--- src/rtl/oscillator_if.sv ---
// Control/observe bundle for one oscillator voice.
// The wave signal exists only when OSCILLATOR_WAVE_EN is defined.
interface oscillator_if #(
  parameter int WIDTH = 16
);
  logic             en;
  logic [WIDTH-1:0] divider;
  logic [WIDTH-1:0] count;
`ifdef OSCILLATOR_WAVE_EN
  logic             wave;

  modport master (output en, output divider, input count, input wave);
  modport slave  (input en, input divider, output count, output wave);
`else
  modport master (output en, output divider, input count);
  modport slave  (input en, input divider, output count);
`endif
endinterface

--- src/rtl/oscillator.sv ---
// Programmable period counter: the timebase of one synth voice. count sweeps 1..divider.
// Optional feature macro: OSCILLATOR_WAVE_EN adds a square-wave output that toggles on each wrap.
module oscillator #(
  parameter int WIDTH = 16
) (
  input  logic        clk,
  input  logic        nrst,
  oscillator_if.slave osc
);

  logic [WIDTH-1:0] count_q;
  logic             wrap;

  // >= rather than == so that shrinking divider mid-sweep wraps instead of overrunning
  assign wrap = (count_q >= osc.divider);

  always_ff @(posedge clk or negedge nrst) begin
    if (!nrst) begin
      count_q <= '0;
    end else if (!osc.en) begin
      count_q <= WIDTH'(1);
    end else if (wrap) begin
      count_q <= WIDTH'(1);
    end else begin
      count_q <= count_q + WIDTH'(1);
    end
  end

  assign osc.count = count_q;

`ifdef OSCILLATOR_WAVE_EN
  logic wave_q;

  always_ff @(posedge clk or negedge nrst) begin
    if (!nrst) begin
      wave_q <= 1'b0;
    end else if (!osc.en) begin
      wave_q <= 1'b0;
    end else if (wrap) begin
      wave_q <= ~wave_q;
    end
  end

  assign osc.wave = wave_q;
`endif

endmodule

--- src/flat_wrapper.sv ---
// flat-port wrapper written by rule: the top's interface ports become plain ports
module oscillator_flat 
#(
  parameter int WIDTH = 16
)
  (clk, nrst, osc_en, osc_divider, osc_count);
  oscillator_if #(.WIDTH(WIDTH)) osc_i ();
  input  logic clk;
  input  logic nrst;
  input wire logic [$bits(osc_i.en)-1:0] osc_en;
  input wire logic [$bits(osc_i.divider)-1:0] osc_divider;
  output wire logic [$bits(osc_i.count)-1:0] osc_count;
  assign osc_i.en = osc_en;
  assign osc_i.divider = osc_divider;
  assign osc_count = osc_i.count;
  oscillator #(.WIDTH(WIDTH)) u_core (.clk(clk), .nrst(nrst), .osc(osc_i));
endmodule
--- config.mk ---
export PLATFORM = sky130hd
export DESIGN_NAME = oscillator_flat
export DESIGN_NICKNAME = d
export VERILOG_FILES = /design/src/rtl/oscillator_if.sv /design/src/rtl/oscillator.sv /design/src/flat_wrapper.sv
export SDC_FILE = /design/constraint.sdc
export NUM_CORES = 1
export LEC_CHECK = 0
export CAP_MARGIN = 20
export CORE_UTILIZATION = 45
export DETAILED_ROUTE_END_ITERATION = 6
export HOLD_SLACK_MARGIN = 0.05
export MAX_ROUTING_LAYER = met4
export PLACE_DENSITY = 0.86
export SYNTH_ARGS = -nofsm -noshare
export SYNTH_HDL_FRONTEND = slang
export SYNTH_SLANG_ARGS = --single-unit
export TNS_END_PERCENT = 1
--- constraint.sdc ---
create_clock -name clk -period 2.4 [get_ports clk]
set_input_delay 0.6 -clock clk [delete_from_list [all_inputs] [get_ports clk]]
set_output_delay 0.6 -clock clk [all_outputs]
set_load 0.02 [all_outputs]
==> results.tsv, run 1 <==
metric	value	unit
reg2reg_slack	0.32	ns
routed_wl	3.05	mm
synth_area_leaders	dfrtp_1, ha_1, xnor2_1, nor3_1, inv_1	
hold_path_class	reg -> reg	
io_buffers	34	
multiInputGateArea	717	um2
p_leak	0.752	nW
fin_hold_ws	0.614	ns
required	2.58	ns
fin_nets	209	
synth_nets	166	
utilization	0.664	
die_y	53.7	um
critPathSlowestCell	clkdlybuf4s50_1	
drv_cap	0	
p_sw	159	uW
holdBufCountCts	0	
startpoint_type	input port	
overflow	0	
layout_setup_ws	0.104	ns
cp_slowest_stage_delay	0.45	ns
numCtsBuffers	3	
cts_resized	0	
hpwl	2.32	mm
io_pins	35	
die-area	2890	um2
holdPathStages	2	
place.gp.congestion	0.895	
antenna_left	0	
endpoint_kind	flop	
largest_reg_flops	16	
rsz0062_at_grt	false	
grt_max_degree	17	
p_per_area	360	nW/um2
worstPathArrival	2.48	ns
synthSimpleGateAreaFrac	0.244	
synth_enable_flop_cells	0	
via_per_inst	5.50	
min_to	u_core.osc.count[15]	
antenna_found_initial	0	
slew_viol_final	0	
avgSynthCellArea	9.26	um2
synth_compound_area_frac	0.0728	
synthAdderAreaFrac	0.177	
drive_gt1_frac	0.0872	
htree_levels	1	
core-area	2500	um2
finClkSkew	0.00175	ns
die_w	53.7	um
dp_cells	198	
diodes	0	
synth-seq-area-share	0.333	
max_clock_freq	435	MHz
status	finished, final reports clean	
drt_iter0_markers	39	
ir_drop	0.357	mV
fin_crit_sh	0.957	
grt_pass1_wl	4.90	mm
synthesis.area	1200	um2
synth_top_family_by_area	simple AND/OR/NAND/NOR gates	
r2r_end	u_core.osc.count[3]	
vias	1110	
ys_warn_count	0	
reg2regPathDepth	7	
path_clk_slew	0.09	ns
p_int	438	uW
async_flop_share	1.00	
clkLatencyLatePin	0.28	ns
start_util	0.481	
clockBufferDepth	2	
grt_usage	0.250	
row_count	18	
worstSetupPathType	in -> reg	
finalHoldViolations	0	
clock_power_share	0.297	
worstMarginPinSlew	0.731	ns
synth_top_cell_by_area	dfrtp_1	
synth_ff_type	dfrtp_1	
cts_setup_buffers	0	
fill_cells	200	
wl_per_cell	15.1	um
final_cells	202	
cts_tree	done	
grt_pass1_vias	1050	
firstDrtPassIters	4	
pwr-share-comb	0.219	
cts_num_sinks	16	
regArea	400	um2
ys_ff_latch	16	
crit_path_max_fanout	15	
drc	0	
fin_crit	2.30	ns
clock_tree.root_cell	clkbuf_4	
min_from	u_core.osc.count[15]	
reg2reg_from	u_core.osc.count[0]	
path_cells	clkdlybuf4s50_1 -> inv_1 -> ha_1 -> nand4_1 -> or3_4 -> o32ai_4 -> buf_12 -> nor3_1	
synthMuxAreaShare	0	
synth_cells	130	
yosys.area_share.xor_xnor	0.102	
seqPwrFrac	0.484	
finalSetupViolCount	0	
synth_top_area_frac	0.333	
slew_headroom	0.511	
pre_cts_slack	-0.245	ns
synth_commonest_cells	inv_1, nor3_1, ha_1	
synth_cell_types	23	
switching_share	0.266	
synthToLayoutAreaGrowth	37.9	%
[through the flow]
step	setup TNS, ns	power, mW	area (um2)
after floorplan	0	0.355	1200
after global placement	-2.84	0.419	1620
after detailed placement	-3.71	0.423	1620
after CTS	0	0.597	1660
after global routing	0	0.632	1660
final	0	0.597	1660
[final cells by class]
| type | count | area share |
|---|---|---|
| Sequential cell | 16 | 0.241 |
| Clock buffer | 4 | 0.0219 |
| Timing Repair Buffer | 40 | 0.240 |
| Multi-Input combinational cell | 93 | 0.432 |
| Inverter | 19 | 0.0430 |
| Tap cell | 30 | 0.0226 |
[critical path, delay by kind of cell]
family / cells / cell delay, ns
buffers and inverters: 3 / 0.67
and+or+nand+nor: 3 / 0.61
adders and majority gates: 1 / 0.32
AOI/OAI and AO/OA: 1 / 0.27
[cell families (layout without fill, tap and decap cells)]
kind of cell,Yosys count,in the layout
simple gates,53,53
buf+inv,21,63
fa+ha+maj,17,17
flops,16,16
xor+xnor,14,14
compound gates,9,9
[placed cells by master, fill, tap and decap left out]
| master | synthesis | layout |
|---|---|---|
| clkdlybuf4s50_1 | 0 | 34 |
| inv_1 | 19 | 19 |
| nor3_1 | 19 | 19 |
| ha_1 | 17 | 17 |
| dfrtp_1 | 16 | 16 |
| xnor2_1 | 11 | 11 |
| nand3_1 | 9 | 9 |
| nand4_1 | 5 | 5 |
| nand2_1 | 5 | 5 |
| buf_4 | 0 | 5 |
| a21oi_1 | 4 | 4 |
| nor4_1 | 4 | 4 |
| nor2_1 | 3 | 3 |
| xor2_1 | 3 | 3 |
| clkbuf_4 | 0 | 3 |
| nand4_2 | 2 | 2 |
| nand2b_1 | 2 | 2 |
| o21a_1 | 2 | 2 |
| and3_1 | 2 | 2 |
| a221o_1 | 1 | 1 |
| or3_4 | 1 | 1 |
| a2111oi_2 | 1 | 1 |
| o32ai_4 | 1 | 1 |
| or3_1 | 1 | 1 |
| clkbuf_8 | 0 | 1 |
| buf_12 | 0 | 1 |
[metal layers]
layer	share of wire	GRT usage	routed length [um]
met5	0	-	0
met4	0.016	0.105	49
met3	0.057	0.0367	173
met2	0.52	0.399	1570
met1	0.41	0.312	1250
[power groups by stage]
stage          clock network, mW  registers, mW  logic, mW
2_1_floorplan                  0          0.300     0.0552
3_3_place_gp                   0          0.294      0.125
3_5_place_dp                   0          0.294      0.129
4_1_cts                    0.177          0.289      0.131
5_1_grt                    0.197          0.291      0.144
6_report                   0.177          0.289      0.131
[worst max path at each step]
stage | from | endpoint | slack [ns] | cells past startpoint
2_1_floorplan | osc_divider[13] | u_core.osc.count[10] | 0.21 | 7
3_5_place_dp | osc_divider[13] | u_core.osc.count[3] | -0.25 | 8
4_1_cts | osc_divider[13] | u_core.osc.count[3] | 0.05 | 8
6_report | osc_divider[11] | u_core.osc.count[3] | 0.10 | 8
3_3_place_gp | osc_divider[13] | u_core.osc.count[7] | -0.18 | 8
5_1_grt | osc_divider[14] | u_core.osc.count[10] | 0.04 | 9
No activity file was read; power rests on OpenSTA's default activity.
==> run 2, diff against run 1 <==
PLACE_DENSITY = 0.76   (was 0.86)
==> run 2 against run 1 <==
  * Hold slack improved by 0.0067 ns
  * Design area rose by 0.45%
  * Global-route usage fell by 0.61 points
  * Sequential share of layout area fell by 0.11 points
  * First-iteration DRC count fell by 41%
  * Sequential cell count did not move
  * Final cell count rose by 0.50%
  * Highest routed layer unchanged
==> results.tsv, run 2 (same netlist as run 1, synthesis figures left out) <==
metric	value	unit
setup-tns-final	0	ns
status	finished, final reports clean	
fin_nets	210	
fin_crit	2.32	ns
drive_gt1_frac	0.0925	
worstPathArrival	2.50	ns
die_w	53.7	um
grt_pass1_vias	1071	
grt_usage	0.243	
p_per_area	362	nW/um2
drt_iter0_markers	23	
wl_met1	1.37	mm
layout_setup_ws	0.0818	ns
rsz0062_at_grt	false	
hold_path_class	reg -> reg	
htree_levels	1	
hpwl	2.28	mm
antenna_left	0	
place.gp.congestion	0.873	
cts_resized	0	
synthToLayoutAreaGrowth	38.6	%
slew_headroom	0.531	
die_y	53.7	um
final_common_cell	clkdlybuf4s50_1	
holdBufCountCts	0	
io_pins	35	
finClkSkew	0.00113	ns
cts_setup_buffers	0	
grt_pass1_wl	4.69	mm
clock_tree.root_cell	clkbuf_4	
finalSetupViolCount	0	
cts_tree	done	
antenna_found_initial	0	
fill_cells	217	
ir_drop	0.310	mV
path_clk_slew	0.10	ns
routed_wl	2.94	mm
vias	1129	
core-area	2500	um2
crit_path_max_fanout	5	
cts_num_sinks	16	
totalPowerFinal	604	uW
row_count	18	
clkLatencyLatePin	0.30	ns
die-area	2890	um2
overflow	0	
wl_met2	1.42	mm
maxUsedRoutingLayer	met4	
endpoint_kind	flop	
wl_per_cell	14.5	um
grt_max_degree	17	
io_buffers	34	
required	2.58	ns
worstMarginPinSlew	0.702	ns
drv_cap	0	
clockBufferDepth	2	
startpoint_type	input port	
worstSetupPathType	in -> reg	
drc	0	
mostFrequentLayoutCells	clkdlybuf4s50_1, inv_1, nor3_1, ha_1, dfrtp_1	
firstDrtPassIters	4	
max_clock_freq	431	MHz
p_leak	0.757	nW
largest_reg_flops	16	
dr_wl_met3	85	um
start_util	0.481	
fin_crit_sh	0.966	
pre_cts_slack	-0.241	ns
slew_viol_final	0	
diodes	0	
via_per_inst	5.56	
finalHoldViolations	0	
numCtsBuffers	3	
cp_slowest_stage_delay	0.45	ns
path_cells	clkdlybuf4s50_1 -> inv_1 -> ha_1 -> buf_4 -> a21oi_1 -> nand2_1 -> a221o_1 -> or3_1	
critPathSlowestCell	clkdlybuf4s50_1	
[run 2: cell types whose count changed in the layout (fill, tap and decap cells not counted), sizes merged]
| cell | change |
|---|---|
| buf | +1 |
[run 2: layout make-up]
class                   count  area (um2)  area share
multi-input cells          93         717       0.430
repair buffers             41         405       0.243
flip-flops and latches     16         400       0.240
inverters                  19        71.3      0.0428
well taps                  30        37.5      0.0225
clock buffers               4        36.3      0.0218
[run 2: power by group]
part | switching [mW] | internal [mW] | total, mW
registers | 0.0129 | 0.276 | 0.289
clock network | 0.0926 | 0.0926 | 0.185
logic | 0.0593 | 0.0704 | 0.130
[run 2: path summary, 6_finish.rpt]
path	startpoint	end	slack (ns)	cells after the start
hold reg to reg	u_core.osc.count[15]	u_core.osc.count[15]	0.62	2
setup / recovery	osc_divider[14]	u_core.osc.count[0]	0.08	8
max in group asynchronous	nrst	u_core.osc.count[4]	1.24	1
hold / removal	u_core.osc.count[15]	u_core.osc.count[15]	0.62	2
min in group asynchronous	nrst	u_core.osc.count[15]	0.71	1
setup reg to reg	u_core.osc.count[0]	u_core.osc.count[6]	0.29	7
[run 2: routing by layer]
layer | global-route usage | vias up
met5 | - | -
met4 | 0.132 | 0
met3 | 0.0339 | 6
met2 | 0.374 | 31
met1 | 0.307 | 546
li1 | - | 546
[run 2: per-stage QoR]
| stage | cells | hold slack [ns] | utilization | area, um2 |
|---|---|---|---|---|
| after floorplan | 130 | 0.304 | - | 1200 |
| after global placement | 199 | 0.590 | 0.653 | 1630 |
| final | 203 | 0.621 | 0.667 | 1670 |
| after detailed placement | 199 | 0.601 | 0.653 | 1630 |
| after CTS | 203 | 0.614 | 0.667 | 1670 |
| after global routing | 203 | 0.643 | 0.667 | 1670 |
[run 2: critical path, delay by kind of cell]
kind | cells | cell delay [ns]
AOI/OAI and AO/OA | 2 | 0.51
adders and majority gates | 1 | 0.30
buffers and inverters | 3 | 0.64
and+or+nand+nor | 2 | 0.45
==> run 3, diff against run 2 <==
REMOVE_ABC_BUFFERS = 1   (was unset)
TNS_END_PERCENT = unset   (was 1)
==> run 3 against run 2 <==
  * Design area increased by 0.45%
  * Sequential share of layout area is 0.11 points lower
  * Global-route usage is 0.87 points lower
  * Clock power about the same
  * Clock-buffer cell count did not move
  * Critical path type unchanged
==> results.tsv, run 3 (same netlist as run 1, synthesis figures left out) <==
metric	value	unit
r2r_end	u_core.osc.count[15]	
status	finished, final reports clean	
row_count	18	
cts_tree	done	
wl_per_cell	14.3	um
start_util	0.481	
finalSetupViolCount	0	
drc	0	
holdPathStages	2	
io_buffers	34	
utilization	0.670	
hpwl	2.37	mm
place.gp.congestion	0.829	
slew_headroom	0.521	
largest_reg_flops	16	
synthToLayoutAreaGrowth	39.2	%
grt_pass1_wl	4.70	mm
finClkSkew	0.000905	ns
p_per_area	359	nW/um2
setup-tns-final	0	ns
core-area	2500	um2
firstDrtPassIters	4	
worstPathArrival	2.49	ns
path_clk_slew	0.09	ns
drv_cap	0	
diodes	0	
ir_drop	0.350	mV
clock_tree.root_cell	clkbuf_4	
clkLatencyLatePin	0.30	ns
p_leak	0.762	nW
grt_pass1_vias	1040	
mostFrequentLayoutCells	clkdlybuf4s50_1, inv_1, nor3_1, ha_1, dfrtp_1	
antenna_found_initial	0	
final_common_cell	clkdlybuf4s50_1	
cts_setup_buffers	0	
reg2reg_from	u_core.osc.count[0]	
required	2.59	ns
worstMarginPinSlew	0.716	ns
die_w	53.7	um
drive_gt1_frac	0.0977	
fin_crit_sh	0.957	
min_to	u_core.osc.count[15]	
via_per_inst	5.48	
slew_viol_final	0	
layout_setup_ws	0.104	ns
crit_path_max_fanout	15	
grt_usage	0.235	
finalHoldViolations	0	
cts_num_sinks	16	
pre_cts_slack	-0.210	ns
fin_hold_ws	0.610	ns
overflow	0	
holdBufCountCts	0	
drt_iter0_markers	24	
clockBufferDepth	2	
endpoint_kind	flop	
vias	1118	
numCtsBuffers	3	
totalPowerFinal	602	uW
startpoint_type	input port	
fin_crit	2.30	ns
rsz0062_at_grt	false	
min_from	u_core.osc.count[15]	
fin_nets	211	
reg2reg_slack	0.26	ns
cts_resized	0	
routed_wl	2.91	mm
htree_levels	1	
reg2regPathDepth	7	
die-area	2890	um2
grt_max_degree	17	
die_y	53.7	um
worstSetupPathType	in -> reg	
io_pins	35	
hold_path_class	reg -> reg	
antenna_left	0	
max_clock_freq	436	MHz
==> run 3: changes by cell type in the layout (fill, tap and decap cells not counted), sizes merged <==
cell | previous run | this run
buf | 7 | 8
==> run 3: worst max path at each step <==
stage	from	endpoint	slack [ns]	cells after the start
2_1_floorplan	osc_divider[13]	u_core.osc.count[10]	0.20	6
3_3_place_gp	osc_divider[13]	u_core.osc.count[6]	-0.17	8
3_5_place_dp	osc_divider[12]	u_core.osc.count[15]	-0.21	8
4_1_cts	osc_divider[12]	u_core.osc.count[15]	0.09	8
5_1_grt	osc_divider[14]	u_core.osc.count[3]	0.04	9
6_report	osc_divider[12]	u_core.osc.count[15]	0.10	8
==> run 3: cell type report <==
type,instances,area [um2]
Tap cell,30,37.5
Multi-Input combinational cell,93,717
Sequential cell,16,400
Clock buffer,4,36.3
Inverter,19,71.3
Timing Repair Buffer,42,413
Fill cell,209,825
==> run 3: stage by stage <==
stage,std cells,area [um2]
2_1_floorplan,128,1190
3_3_place_gp,200,1640
3_5_place_dp,200,1640
4_1_cts,204,1680
5_1_grt,204,1680
6_report,204,1680
==> run 3: layer usage <==
layer | routed length (um) | share of wire | vias to the layer above | GRT usage
met3 | 92 | 0.032 | 5 | 0.0254
met4 | 35 | 0.012 | 0 | 0.0658
met1 | 1340 | 0.46 | 534 | 0.308
li1 | - | - | 551 | -
met5 | 0 | 0 | - | -
met2 | 1440 | 0.49 | 28 | 0.381
==> run 3: where the power goes <==
part / total, mW / switching [mW] / internal, mW
clock: 0.182 / 0.0895 / 0.0926
combinational: 0.129 / 0.0586 / 0.0707
sequential: 0.291 / 0.0148 / 0.276
==> run 3: worst max-delay path: stages <==
cell	delay, ns
clkdlybuf4s50_1	0.45
inv_1	0.05
ha_1	0.30
nand4_2	0.12
or3_4	0.41
o32ai_4	0.32
buf_12	0.18
nor3_1	0.06
